$ cat config.mk
export PLATFORM = sky130hd
export DESIGN_NAME = mem_wb
export DESIGN_NICKNAME = d
export VERILOG_FILES = /design/src/rtl/mem_wb.sv
export SDC_FILE = /design/constraint.sdc
export NUM_CORES = 1
export LEC_CHECK = 0
export BUFFER_PORTS_ARGS = -buffer_cell sky130_fd_sc_hd__buf_2
export CELL_PAD_IN_SITES_DETAIL_PLACEMENT = 0
export CELL_PAD_IN_SITES_GLOBAL_PLACEMENT = 1
export CORE_UTILIZATION = 33
export CTS_CLUSTER_SIZE = 12
export DETAILED_ROUTE_END_ITERATION = 8
export PLACE_DENSITY = 0.86
export SYNTH_ARGS = -nofsm -noshare
export SYNTH_HDL_FRONTEND = slang
export SYNTH_SLANG_ARGS = --single-unit
$ cat constraint.sdc
create_clock -name clk -period 1.2 [get_ports clk]
set_input_delay 0.12 -clock clk [delete_from_list [all_inputs] [get_ports clk]]
set_output_delay 0.12 -clock clk [all_outputs]
set_load 0.01 [all_outputs]
$ cat src/rtl/mem_wb.sv
// mem_wb: MEM->WB pipeline register with the architectural HI/LO pair and the LLbit.
// Rev 1.0 - initial release.
`default_nettype none

module mem_wb (
  input  logic        clk,
  input  logic        rst,
  input  logic [5:0]  stall,
  input  logic        flush,
  input  logic [4:0]  mem_wd,
  input  logic        mem_wreg,
  input  logic [31:0] mem_wdata,
  input  logic [31:0] mem_hi,
  input  logic [31:0] mem_lo,
  input  logic        mem_whilo,
  input  logic        mem_llbit_we,
  input  logic        mem_llbit_value,
  output logic [4:0]  wb_wd,
  output logic        wb_wreg,
  output logic [31:0] wb_wdata,
  output logic [31:0] wb_hi,
  output logic [31:0] wb_lo,
  output logic        wb_whilo,
  output logic [31:0] hi_o,
  output logic [31:0] lo_o,
  output logic        llbit_o
);

  logic stall_mem;
  logic stall_wb;
  logic kill;
  logic capture;
  logic unused_stall;

  logic pend_ll_we;
  logic pend_ll_value;
  logic llbit_q;

  assign stall_mem = stall[4];
  assign stall_wb  = stall[5];
  // stall[5] without stall[4] is illegal and falls through to capture.
  assign kill      = flush | (stall_mem & ~stall_wb);
  assign capture   = ~stall_mem;
  assign unused_stall = ^stall[3:0];

  // Stage registers: flush/bubble, then capture, otherwise hold.
  always_ff @(posedge clk or negedge rst) begin
    if (!rst) begin
      wb_wd         <= 5'd0;
      wb_wreg       <= 1'b0;
      wb_wdata      <= 32'd0;
      wb_hi         <= 32'd0;
      wb_lo         <= 32'd0;
      wb_whilo      <= 1'b0;
      pend_ll_we    <= 1'b0;
      pend_ll_value <= 1'b0;
    end else if (kill) begin
      wb_wd         <= 5'd0;
      wb_wreg       <= 1'b0;
      wb_wdata      <= 32'd0;
      wb_hi         <= 32'd0;
      wb_lo         <= 32'd0;
      wb_whilo      <= 1'b0;
      pend_ll_we    <= 1'b0;
      pend_ll_value <= 1'b0;
    end else if (capture) begin
      wb_wd         <= mem_wd;
      wb_wreg       <= mem_wreg;
      wb_wdata      <= mem_wdata;
      wb_hi         <= mem_hi;
      wb_lo         <= mem_lo;
      wb_whilo      <= mem_whilo;
      pend_ll_we    <= mem_llbit_we;
      pend_ll_value <= mem_llbit_value;
    end
  end

  // HI/LO commit whatever the stage register presents, regardless of stall.
  always_ff @(posedge clk or negedge rst) begin
    if (!rst) begin
      hi_o <= 32'd0;
      lo_o <= 32'd0;
    end else if (wb_whilo) begin
      hi_o <= wb_hi;
      lo_o <= wb_lo;
    end
  end

  always_ff @(posedge clk or negedge rst) begin
    if (!rst) begin
      llbit_q <= 1'b0;
    end else if (flush) begin
      llbit_q <= 1'b0;
    end else if (pend_ll_we) begin
      llbit_q <= pend_ll_value;
    end
  end

  assign llbit_o = pend_ll_we ? pend_ll_value : llbit_q;

endmodule

`default_nettype wire

==> results of run 1 <==
-- tightest hold or removal path, cell delays in order --
cell and delay (ps):
buf_4 200, nand3_1 100, a21oi_1 60
-- placed cells by master (no fill, tap or decap) --
cell,netlist,routed
a21oi_1,97,97
a32o_1,8,8
and2_1,2,2
buf_12,0,15
buf_16,0,1
buf_2,12,271
buf_4,13,21
buf_6,17,3
buf_8,0,2
bufinv_16,0,2
clkbuf_1,7,2
clkbuf_16,0,20
clkbuf_8,0,2
clkinv_1,1,1
clkinv_2,0,1
clkinv_4,0,2
clkinvlp_4,0,1
dfrtp_1,170,169
dfrtp_2,0,1
dlygate4sd3_1,0,106
inv_6,0,5
mux2_2,65,21
mux2_4,0,44
nand2b_1,97,97
nand3_1,97,97
nor2_4,1,1
-- metrics by stage --
stage                      util  cells  setup TNS, ps
after floorplan               -    590              0
after global placement    0.416   1115              0
after detailed placement  0.416   1115          -27.2
after CTS                 0.499   1256           -290
after global routing      0.515   1267           -861
final                     0.515   1267           -332
-- power by group through the flow --
stage | logic [W] | clock network [W] | registers [W]
final | 0.00237 | 0.00555 | 0.00640
after global routing | 0.00256 | 0.00599 | 0.00644
after CTS | 0.00221 | 0.00572 | 0.00638
after detailed placement | 0.00190 | 0 | 0.00649
after global placement | 0.00186 | 0 | 0.00648
after floorplan | 0.000753 | 0 | 0.00666
-- metal layers --
| metal | track usage | vias up | wire (µm) |
|---|---|---|---|
| met1 | 0.232 | 3030 | 9050 |
| li1 | - | 2823 | - |
| met5 | 0 | - | 0 |
| met3 | 0.0503 | 39 | 1260 |
| met2 | 0.310 | 237 | 10200 |
| met4 | 0.0701 | 0 | 507 |
-- state kept, by name (all words and copies together) (netlist names), 5 cells and up --
signal    flops
hi_o         32
lo_o         32
wb_wdata     32
wb_wd         5
wb_lo        32
wb_hi        32
-- final cells by class --
cell class	instances	area share
well taps	275	0.0318
clock inverters	11	0.0124
multi-input cells	367	0.238
clock buffers	21	0.0426
repair buffers	422	0.281
inverters	1	0.000347
flip-flops and latches	170	0.393
-- kinds of logic after synthesis --
family          Yosys count
compound gates          105
buf+inv                  53
flops                   170
mux                      65
simple gates            197
-- how the worst max path moves through the flow --
stage / start / to / slack, ps / cells past startpoint
detailed placement: wb_whilo$_DFFE_PN0P_ / hi_o[27]$_DFFE_PN0P_ / -9 / 2
CTS: pend_ll_we$_DFFE_PN0P_ / llbit_o / -190 / 2
global route: pend_ll_we$_DFFE_PN0P_ / llbit_o / -210 / 2
finish: pend_ll_we$_DFFE_PN0P_ / llbit_o / -160 / 2
global placement: wb_whilo$_DFFE_PN0P_ / hi_o[30]$_DFFE_PN0P_ / 4 / 2
floorplan: wb_whilo$_DFFE_PN0P_ / hi_o[0]$_DFFE_PN0P_ / 30 / 3
-- what timing repair did --
| action | in CTS | in global routing |
|---|---|---|
| hold buffers | 106 | 0 |
| endpoints found under the setup margin | 30 | 41 |
| hold endpoints to repair | 275 | 0 |
| pin swaps | 0 | 0 |
| buffers inserted | 2 | 8 |
| gates resized for setup | 9 | 52 |
| gates cloned | 1 | 3 |
==> flow_summary.ini, run 1 <==
[outcome]
status = complete, but fails checks
violations = negative setup slack

[logic_synthesis]
synth-main-ff-cell = dfrtp_1
synth_area_per_cell_um2 = 12.0
synth_top_family_by_area = simple AND/OR/NAND/NOR gates
synthAdderAreaFrac = 0
post_synth_num_cell_types = 14
yosys.area.top_type = dfrtp_1
synth-seq-cells = 170
netlist_area_mm2 = 0.00706
synthMuxAreaShare = 0.104
synthTopCellsByCount = 170 x dfrtp_1, 97 x a21oi_1, 97 x nand2b_1, 97 x nand3_1, 65 x mux2_2
synth_area_leaders = dfrtp_1 60%, mux2_2 10%, nand2b_1 8.6%
synth_top_area_share = 0.603
synth_compound_area_frac = 0.0801
synth_edf_count = 0
async_reset_ff_frac = 1.00
yosys_warnings = 0
yosys.cell_count.top_type = dfrtp_1
synth_xor_area_frac = 0
syn_nets = 704
ys_seq_area_frac = 0.603
yosys.area_share.simple = 0.158
syn_inst = 590

[clocking]
clock_latency_ps = 420
cts.sinks = 170
clk_pin_slew_worst_paths_ps = 70
cts_buffer_depth = 2
cts_max_level = 4
cts_buffers = 17
cts_tree = done
cts_root_buffer = clkbuf_16

[worst_setup_path]
ff2ff_path_depth = 4
critical_path_buf_inv_count = 1
worstSetupPathType = flop to output pin
cpPeakStageDelay_ps = 390
r2r-start = wb_whilo$_DFFE_PN0P_
r2r_end = lo_o[3]$_DFFE_PN0P_
cp.arrival_ps = 1240
start_kind = flop
crit_chain = mux2_4 > buf_6
cp_data_required_time_ps = 1080
critPathCaptureType = output pin
critPathTopFamily = flip-flops
cp_max_fo = 2
crit_slowest_cell = dfrtp_1
ff2ff_setup_slack_ps = -40

[placed_design]
place_ws_ps = -8.80
numPortBuffers = 277
post-dp-hpwl_um = 12800
gp_congestion = 0.754
place_area_mm2 = 0.00875

[power_and_ir_drop]
ir_drop_mv = 0.901
p_sw_w = 0.00369
powerDensity_mw_per_mm2 = 1320
report.power.total_w = 0.0143
cellLeakagePower_nw = 5.43
sequentialPowerShare = 0.447
p_int_w = 0.0106
power_frac_comb = 0.166
p_clk_frac = 0.388
swShare = 0.258

[finish]
fin_nets = 1093
n_antenna_cell = 0
drive_above_1_share = 0.416
area_growth_pct = 53.3
fillCellCount = 1841
multi_input_area_mm2 = 0.00258
register_area_mm2 = 0.00426
postLayoutCellArea_mm2 = 0.0108

[timing]
relSlewSlack = 0.750
rsz0062_at_grt = true
timing.fmax_mhz = 735
setup_slack_ps = -160
finalHoldViolCount = 0
period_minus_slack_ps = 1360
setup_violations = 11
worst_pin_slew_ps = 375
clock_skew_ps = 8.16
fin_crit_sh = 1.13
slew_violations = 0
hold_slack_ps = 102

[routing]
drc = 0
drtIter0Drc = 229
viasPerCell = 4.84
num_vias = 6129
drt_wl_total_um = 21100
wl_per_cell_um = 16.6
drt-pass1-iter-count = 4
drtAntennaViolNets = 0

[grt]
grt_pass1_wl_um = 32200
overflow = 0
grt_max_degree = 76
grt_usage = 0.187
grt_pass1_vias = 6210
antenna_found_initial = 0

[floorplanning]
coreArea_mm2 = 0.0210
die_x_um = 148
num_rows = 53
die_area_mm2 = 0.0220
die_h_um = 148
ioPinCount = 282
start_util = 0.336

[hold_path]
hp-class = input port to flop
holdPathStages = 3
hold_end = wb_lo[16]$_DFFE_PN0P_
hp-start = stall[4]

[flow_run]
maxCapViolations = 0
No activity file was read; power rests on OpenSTA's default activity.
==> run 2, diff against run 1 <==
--- a/config.mk
+++ b/config.mk
@@ -11,7 +11,9 @@
 export CORE_UTILIZATION = 33
 export CTS_CLUSTER_SIZE = 12
 export DETAILED_ROUTE_END_ITERATION = 8
+export GPL_TIMING_DRIVEN = 0
 export PLACE_DENSITY = 0.86
+export RECOVER_POWER = 100
 export SYNTH_ARGS = -nofsm -noshare
 export SYNTH_HDL_FRONTEND = slang
 export SYNTH_SLANG_ARGS = --single-unit
==> run 2 against run 1 <==
Against the previous run:
- the flow still finishes with violations (negative setup slack)
- maximum frequency fell by 0.60%
- global-route usage up 0.99 points
- final area decreased by 1.8%
- critical path depth unchanged
- clock-buffer cell count unchanged
- register-to-register slack worse by 70 ps
- sequential share of layout area increased by 0.70 points
- combinational power decreased by 6%
- cell count up 2.1%
- flip-flop and latch count is the same
- critical path type unchanged
==> flow_summary.ini, run 2 (synthesis results as in run 1) <==
[outcome]
status = complete, but fails checks
violations = negative setup slack

[grt]
overflow = 0
antenna_found_initial = 0
grt_usage = 0.197
grt_pass1_wl_um = 33700
grt_max_degree = 101
grt_pass1_vias = 6317

[worst_setup_path]
start_kind = flop
critical_path_buf_inv_count = 1
critPathCaptureType = output pin
cp.arrival_ps = 1250
critPathTopFamily = flip-flops
crit_chain = mux2_4 > buf_6
crit_slowest_cell = dfrtp_1
cp_max_fo = 2
cp_data_required_time_ps = 1080
cpPeakStageDelay_ps = 400
worstSetupPathType = flop to output pin

[timing]
fin_crit_sh = 1.14
period_minus_slack_ps = 1370
setup_slack_ps = -168
relSlewSlack = 0.513
slew_violations = 0
clock_skew_ps = 8.36
finalHoldViolCount = 0
rsz0062_at_grt = true
worst_pin_slew_ps = 730
timing.fmax_mhz = 731
setup_violations = 47

[routing]
viasPerCell = 4.80
wl_per_cell_um = 17.1
drt_wl_total_um = 22100
drt-pass1-iter-count = 6
num_vias = 6200
drtIter0Drc = 209
drc = 0
drtAntennaViolNets = 0

[power_and_ir_drop]
p_int_w = 0.0105
p_clk_frac = 0.395
report.power.total_w = 0.0142
swShare = 0.264
p_sw_w = 0.00377
sequentialPowerShare = 0.450
power_frac_comb = 0.156
ir_drop_mv = 0.846
powerDensity_mw_per_mm2 = 1340
cellLeakagePower_nw = 4.78

[placed_design]
gp_congestion = 0.790
post-dp-hpwl_um = 14000
place_area_mm2 = 0.00881
place_inst = 1140
numPortBuffers = 274

[floorplanning]
die_area_mm2 = 0.0220
num_rows = 53
die_x_um = 148
coreArea_mm2 = 0.0210
die_h_um = 148
start_util = 0.336
ioPinCount = 282

[clocking]
cts.sinks = 170
clock_latency_ps = 420
cts_buffers = 17
cts_root_buffer = clkbuf_16
cts_buffer_depth = 2
clk_pin_slew_worst_paths_ps = 70
cts_tree = done
cts_max_level = 4

[flow_run]
maxCapViolations = 0

[finish]
layout_common_cells = 176 x clkbuf_1, 170 x dfrtp_1, 111 x buf_2, 106 x dlygate4sd3_1
final_common_cell = clkbuf_1
postLayoutCellArea_mm2 = 0.0106
fin_cells = 1293
area_growth_pct = 50.5
drive_above_1_share = 0.256
fin_nets = 1118

[hold_path]
hp-class = input port to flop
## run 2: changes by cell type in the layout (fill, tap and decap cells not counted), moves of 7 or more
cell / delta
buf_4: -7
buf_2: -160
mux2_2: +25
mux2_4: -25
buf_6: +16
clkbuf_1: +174
## run 2: tightest hold or removal path: cells and delay by family
family                 cells  cell delay (ps)
AOI/OAI and AO/OA          1               60
and+or+nand+nor            1               90
buffers and inverters      2              350
## run 2: power by group through the flow
stage / Clock [W] / Combinational [W] / Sequential (W)
after detailed placement: 0 / 0.00191 / 0.00648
after floorplan: 0 / 0.000753 / 0.00666
final: 0.00562 / 0.00222 / 0.00640
after CTS: 0.00579 / 0.00229 / 0.00638
after global placement: 0 / 0.00187 / 0.00647
after global routing: 0.00598 / 0.00243 / 0.00645
## run 2: final timing paths
check | from | endpoint | slack (ps) | depth (start not counted)
worst max-delay path | pend_ll_we$_DFFE_PN0P_ | llbit_o | -170 | 2
worst min-delay path | stall[5] | wb_wdata[20]$_DFFE_PN0P_ | 250 | 4
worst max register to register | wb_whilo$_DFFE_PN0P_ | hi_o[25]$_DFFE_PN0P_ | -110 | 4
worst min register to register | lo_o[0]$_DFFE_PN0P_ | lo_o[0]$_DFFE_PN0P_ | 510 | 1
max in group asynchronous | rst | hi_o[1]$_DFFE_PN0P_ | 130 | 3
min in group asynchronous | rst | hi_o[12]$_DFFE_PN0P_ | 290 | 2
## run 2: area by class of cell
| type | count | area (µm²) |
|---|---|---|
| diodes | 1 | 2.50 |
| plain buffers | 52 | 448 |
| clock buffers | 21 | 460 |
| clock inverters | 11 | 135 |
| fillers | 1980 | 10400 |
| inverters | 1 | 3.75 |
| multi-input cells | 367 | 2480 |
| flip-flops and latches | 170 | 4250 |
| well taps | 275 | 344 |
| repair buffers | 395 | 2490 |
## run 2: per-layer routing
metal | track usage | share of wire
met1 | 0.256 | 0.45
met2 | 0.328 | 0.48
met5 | 0 | 0
met3 | 0.0433 | 0.056
met4 | 0.0557 | 0.019
## run 2: timing repair
action                     4_1_cts  5_1_grt
gates resized for setup         23       27
setup endpoints to repair       50      150
gates cloned                     3        4
hold buffers                   106        0
hold endpoints to repair       175        0
buffers inserted                 7        3
## run 2: metrics by stage
stage               setup slack (ps)  hold slack [ps]  utilization  setup TNS (ps)
finish                          -168              248        0.505           -2300
global route                    -215              249        0.505           -6330
CTS                             -193              232        0.510           -2100
detailed placement              -117              126        0.419           -4740
global placement               -2750              338        0.417         -467700
floorplan                       25.8             -176            -               0
